$ cat config.mk
export PLATFORM = sky130hd
export DESIGN_NAME = alu_share_arb
export DESIGN_NICKNAME = d
export VERILOG_FILES = /design/src/rtl/alu_share_arb.sv
export SDC_FILE = /design/constraint.sdc
export NUM_CORES = 1
export LEC_CHECK = 0
export CORE_MARGIN = 2
export CORE_UTILIZATION = 31
export DETAILED_ROUTE_END_ITERATION = 12
export HOLD_SLACK_MARGIN = 0.12
export PLACE_DENSITY = 0.8
export SLEW_MARGIN = 5
export SYNTH_ARGS = -nofsm -noshare
export SYNTH_HDL_FRONTEND = slang
export SYNTH_SLANG_ARGS = --single-unit
export TNS_END_PERCENT = 10
$ cat constraint.sdc
create_clock -name clk -period 1.8 [get_ports clk]
set_clock_uncertainty 0.05 [all_clocks]
set_input_delay 0.36 -clock clk [delete_from_list [all_inputs] [get_ports clk]]
set_output_delay 0.36 -clock clk [all_outputs]
set_load 0.02 [all_outputs]
$ cat src/rtl/alu_share_arb.sv
// Round-robin arbiter/sequencer sharing one combinational ALU between two
// valid/ready requesters; result and Zero flag are returned on per-requester responses.
module alu_share_arb #(
    parameter int unsigned EXEC_CYCLES = 1
) (
    input  logic        clk,
    input  logic        rst,
    input  logic        req0_valid,
    output logic        req0_ready,
    input  logic [4:0]  req0_op,
    input  logic [31:0] req0_a,
    input  logic [31:0] req0_b,
    output logic        rsp0_valid,
    input  logic        rsp0_ready,
    output logic [31:0] rsp0_c,
    output logic        rsp0_zero,
    input  logic        req1_valid,
    output logic        req1_ready,
    input  logic [4:0]  req1_op,
    input  logic [31:0] req1_a,
    input  logic [31:0] req1_b,
    output logic        rsp1_valid,
    input  logic        rsp1_ready,
    output logic [31:0] rsp1_c,
    output logic        rsp1_zero,
    output logic [31:0] alu_a,
    output logic [31:0] alu_b,
    output logic [4:0]  alu_op,
    input  logic [31:0] alu_c,
    input  logic        alu_zero
);

    typedef enum logic [1:0] {IDLE = 2'd0, EXEC = 2'd1, RESP = 2'd2} state_t;

    localparam logic [3:0] CNT_INIT = 4'(EXEC_CYCLES - 1);

    state_t      state_q, state_d;
    logic [4:0]  op_q, op_d;
    logic [31:0] a_q, a_d, b_q, b_d, c_q, c_d;
    logic        zero_q, zero_d;
    logic        owner_q, owner_d;
    logic        last_q, last_d;
    logic [3:0]  cnt_q, cnt_d;
    logic        grant0, grant1, owner_rsp_ready;

    always_comb begin
        // On a tie the requester that was not served last wins.
        grant1 = req1_valid && (!req0_valid || !last_q);
        grant0 = req0_valid && !grant1;
        owner_rsp_ready = owner_q ? rsp1_ready : rsp0_ready;
    end

    always_comb begin
        state_d = state_q;
        op_d    = op_q;
        a_d     = a_q;
        b_d     = b_q;
        c_d     = c_q;
        zero_d  = zero_q;
        owner_d = owner_q;
        last_d  = last_q;
        cnt_d   = cnt_q;
        unique case (state_q)
            IDLE: begin
                if (grant0 || grant1) begin
                    op_d    = grant1 ? req1_op : req0_op;
                    a_d     = grant1 ? req1_a  : req0_a;
                    b_d     = grant1 ? req1_b  : req0_b;
                    owner_d = grant1;
                    cnt_d   = CNT_INIT;
                    state_d = EXEC;
                end
            end
            EXEC: begin
                if (cnt_q != 4'd0) begin
                    cnt_d = cnt_q - 4'd1;
                end else begin
                    c_d     = alu_c;
                    zero_d  = alu_zero;
                    state_d = RESP;
                end
            end
            RESP: begin
                if (owner_rsp_ready) begin
                    last_d  = owner_q;
                    state_d = IDLE;
                end
            end
            default: state_d = IDLE;
        endcase
    end

    always_comb begin
        req0_ready = (state_q == IDLE) && grant0 && !rst;
        req1_ready = (state_q == IDLE) && grant1 && !rst;
        rsp0_valid = (state_q == RESP) && !owner_q;
        rsp1_valid = (state_q == RESP) && owner_q;
        rsp0_c     = c_q;
        rsp1_c     = c_q;
        rsp0_zero  = zero_q;
        rsp1_zero  = zero_q;
        alu_a      = a_q;
        alu_b      = b_q;
        alu_op     = op_q;
    end

    always_ff @(posedge clk) begin
        if (rst) begin
            state_q <= IDLE;
            op_q    <= '0;
            a_q     <= '0;
            b_q     <= '0;
            c_q     <= '0;
            zero_q  <= 1'b0;
            owner_q <= 1'b0;
            last_q  <= 1'b1;
            cnt_q   <= '0;
        end else begin
            state_q <= state_d;
            op_q    <= op_d;
            a_q     <= a_d;
            b_q     <= b_d;
            c_q     <= c_d;
            zero_q  <= zero_d;
            owner_q <= owner_d;
            last_q  <= last_d;
            cnt_q   <= cnt_d;
        end
    end

endmodule

# Yosys cells after proc, flatten, opt, wreduce, memory -nomap -nowiden
# Index checks and enable logic that the tools add are counted.
dict set report classes {
  add_sub_neg 1
  n_eq_ne 6
  muxes 11
  n_bitwise 1
  n_reduce_logical 23
}
# operator count
set op_table {}
lappend op_table {{2-to-1 mux 32 bit} 2}
lappend op_table {{logical AND 1 bit} 8}
lappend op_table {{2-to-1 mux 4 bit} 2}
lappend op_table {{!= test 2 bit (second input constant)} 4}
lappend op_table {{one-hot mux 4 bit (2 select lines)} 1}
lappend op_table {{2-to-1 mux 2 bit} 3}
lappend op_table {{one-hot mux 2 bit (3 select lines)} 1}
lappend op_table {{AND reduction 2 bit} 3}
lappend op_table {{AND reduction 3 bit} 2}
lappend op_table {{zero test 1 bit} 5}
lappend op_table {{2-to-1 mux 5 bit} 1}
lappend op_table {{nonzero test 4 bit} 1}
lappend op_table {{subtractor 4 x 1 -> 4 bit (second input constant)} 1}
lappend op_table {{== test 2 x 1 -> 1 bit (second input constant)} 1}
lappend op_table {{== test 2 bit (second input constant)} 1}
lappend op_table {{zero test 2 bit} 1}
lappend op_table {{logical OR 1 bit} 2}
lappend op_table {{nonzero test 2 bit} 1}
lappend op_table {{2-to-1 mux 1 bit} 1}
lappend op_table {{NOT 1 bit} 1}
dict set report totals {
  regBits 110
  in_bits 177
  wordCells 51
}

# Logic depth before layout (Yosys ltp)
dict set report depth {
  ltp_word 8
  ltp_mapped 7
  depth_no_buf 5
}

# Worst setup path after synthesis
# Ideal clock, no wire load.
dict set report synth_path {
  path_kind {input port to output port}
  start {input port req1_valid}
  end {output port req0_ready}
  t_arrival_ns 1.522
  setup_slack_ns -0.132
  cell_stages 3
  path_cell_list {a21boi_2 -> clkbuf_1 -> nor4b_1}
}
dict set report synth_via {
  elab_chain_len 5
}
# item line_no
set synth_lines {}
lappend synth_lines {{start, declared} 17} ;# input logic req1_valid,
lappend synth_lines {{logical AND 1 bit} 48} ;# grant1 = req1_valid && (!req0_valid || !last_q);
lappend synth_lines {{zero test 1 bit} 49} ;# grant0 = req0_valid && !grant1;
lappend synth_lines {{logical AND 1 bit} 49}
lappend synth_lines {{logical AND 1 bit (2 in series)} 94} ;# req0_ready = (state_q == IDLE) && grant0 && !rst;
lappend synth_lines {{end, declared} 9} ;# output logic req0_ready,
# No other way between the ends.

# Final worst setup path
dict set report layout_path {
  start {register state_q[1]}
  end {output port req0_ready}
}
dict set report layout_via {
  elab_chain_len 3
}
# item line_no
set layout_lines {}
lappend layout_lines {{start, declared} 37} ;# state_t state_q, state_d;
lappend layout_lines {{start signal, assigned} 119} ;# state_q <= state_d;
lappend layout_lines {{zero test 2 bit} 94}
lappend layout_lines {{logical AND 1 bit (2 in series)} 94}
# No other way between the ends.

==> reports/metrics.cfg <==
[worst_setup_path]
regToRegEndpoint=alu_b[30]$_SDFFE_PP0P_
r2r_cells=5
startpoint_type=flop
path_max_fanout=3
r2r-start=last_q$_SDFFE_PP1P_
required_ns=1.39
arrival_ns=1.39
end_kind=output pin
critPathKind=flop to output pin
ff2ff_setup_slack_ns=0.12

[global_route]
busiest_layer=met2
use_met1_pct=23.02
grt_pass1_vias=5359
grt_usage_pct=19.50
grt_pass1_wl_um=28170
grt_antenna_before_repair=0
grtUsageMet3_pct=6.500
grt_overflow=0
grt_max_degree=103
met2_usage_pct=33.53

[yosys]
yosysSeqAreaShare_pct=41.89
synthArstFlopShare_pct=0
synth_nets=803
synth_edf_count=0
ys_seq_elements=110
ys.flop_type=dfxtp_1
synth_cell_types=35
syn_avg_cell_area_um2=8.410
synth_cells=625
syn-cell-area_um2=5256
ys_warn_count=0

[floorplan]
coreArea_um2=16580
die_h_um=134.2
num_io_pins=316
initial_utilization_pct=31.70
die-area_um2=18010
die_x_um=134.2
rows=47

[routing]
drt-initial-drc-count=259
ant_nets=0
post_drt_wl_per_cell_um=16.27
drc_errors=0
vias=5451
viasPerCell=4.920
drt_wl_total_um=18020
dr.pass1.iters=4

[layout]
drive_above_1_share_pct=6.081
nets=1061
syn_to_final_growth_pct=67.41
n_antenna_cell=0
fillers=1538

[job]
drv_cap=0

[min_path]
min-delay-start=rsp0_c[12]$_SDFFE_PP0P_
worstHoldPathCells=2
whs_endpoint=rsp0_c[12]$_SDFFE_PP0P_
min_path_type=flop to flop

[clocking]
cts_tree=done
postCtsHoldBufs=0
cts_sinks=110
clock_latency_ns=0.35
clk_path_buf_depth=2
cts_made_buffers=9
post_cts_buffers=0
clk_pin_slew_ns=0.09
h-tree-depth=3
root_buffer=clkbuf_16

[placement]
gp_congestion=0.8097
portBuffers=315
dp_hpwl_um=12960

[timing]
finalWorstSetupSlack_ns=-0.001373
hold_viol=0
slew_violations=0
setup_viol=1
maxSlewHeadroom_pct=40.95
whs_ns=0.4355
rsz0062_at_grt=yes
clock.fmax_ghz=0.5551
fin_crit_sh_pct=100.1
finalCriticalPeriod_ns=1.801
worst_slew_pin_slew_ns=0.8857

[power]
leakagePower_uw=0.003521
p_total_uw=7889
vdd.ir_drop.worst_uv=497.6
p_per_area_nw_per_um2=896.5

[run_status]
violations=negative setup slack
status=finished, violations left

-- layer usage --
metal,vias up,wire length (um)
met5,-,0
met4,0,321
met3,24,1746
met2,246,8673
met1,2515,7281
li1,2666,-
-- synthesized netlist by cell type (3+ instances only) --
cell type    n  area (um2)
a21oi_1     74       370.4
buf_4       36       270.3
inv_1        4       15.01
buf_6        5       56.30
clkbuf_1    36       135.1
dfxtp_1    110        2202
buf_2       14       70.07
mux2i_1     33       330.3
nand2_1    141       529.3
a311oi_1    69       604.3
o211ai_1     3       22.52
or3_1        3       18.77
nand2b_1    68       425.4
-- cells in the final DEF, fill, tap and decap left out, types with 2 or more instances in the layout --
cell               n
buf_6              2
a31oi_1            2
dfxtp_1          109
clkbuf_16          9
nand2_1          141
dlymetal6s2s_1    13
a311oi_1          69
buf_4             15
dlygate4sd2_1     15
buf_2              2
nor2_4             2
mux2i_1           33
clkdlybuf4s50_1  282
or3_1              3
buf_12             7
inv_1              4
o221ai_1           2
a21oi_1           74
o211ai_1           3
nor2_1             2
nand2b_1          68
o21ai_0            2
inv_6              3
nand3_1            2
nor2b_1            2
bufinv_16          2
-- worst max path at each step --
stage,startpoint,endpoint,slack (ns),cells past startpoint
after global routing,state_q[1]$_SDFFE_PP0P_,req0_ready,-0.07,3
after detailed placement,req0_valid,req0_ready,-0.51,4
final,state_q[1]$_SDFFE_PP0P_,req0_ready,-0.001,3
after CTS,state_q[1]$_SDFFE_PP0P_,req0_ready,-0.003,3
after global placement,req0_valid,req0_ready,-0.50,4
after floorplan,rst,req1_ready,-0.03,4
-- power by group --
| group | total [uW] | internal, uW | switching, uW |
|---|---|---|---|
| clock | 2240 | 1250 | 992 |
| combinational | 2720 | 1380 | 1350 |
| sequential | 2930 | 2740 | 185 |
| total | 7890 | 5360 | 2530 |
-- worst max-delay path: stages, from the launching register on --
cell and delay, ns:
dfxtp_2 0.33, or2_4 0.27, nor4b_4 0.26, buf_4 0.18
-- area by class of cell --
type | instances | area, um2 | area share, %
tap | 220 | 275.3 | 3.128
clock inverter | 7 | 102.6 | 1.166
multi-input combinational | 420 | 2544 | 28.91
timing repair buffer | 338 | 3435 | 39.03
clock buffer | 9 | 225.2 | 2.559
inverter | 4 | 15.01 | 0.1706
sequential | 110 | 2203 | 25.04
-- per-stage QoR --
| stage | instances | cell area [um2] | TNS, ns | util, % | setup WS (ns) |
|---|---|---|---|---|---|
| 4_1_cts | 1108 | 8748 | -0.003339 | 52.75 | -0.003339 |
| 3_3_place_gp | 1092 | 8448 | -21.73 | 50.94 | -0.5039 |
| 2_1_floorplan | 625 | 5263 | -0.03200 | - | -0.03200 |
| 5_1_grt | 1108 | 8800 | -0.07229 | 53.06 | -0.07229 |
| 3_5_place_dp | 1092 | 8448 | -24.50 | 50.94 | -0.5137 |
| 6_report | 1108 | 8800 | -0.001373 | 53.06 | -0.001373 |
-- timing repair --
item	CTS	global route
pin swaps	0	1
resized for setup	34	19
endpoints found under the setup margin	40	19
-- cells by family (layout without fill, tap and decap cells) --
family	after synthesis	count (layout)	synth area share (%)
AOI/OAI and AO/OA	156	156	20.42
adders and majority gates	1	1	0.2380
buffers and inverters	95	358	10.40
and+or+nand+nor	230	230	20.76
muxes	33	33	6.284
DFF	110	110	41.89
-- sequential cells by signal, indices dropped and copies added (netlist names) --
register,flops
owner_q,1
rsp0_c,32
last_q,1
state_q,2
alu_a,32
rsp0_zero,1
alu_b,32
alu_op,5
cnt_q,4
(Power assumes the default switching activity.)
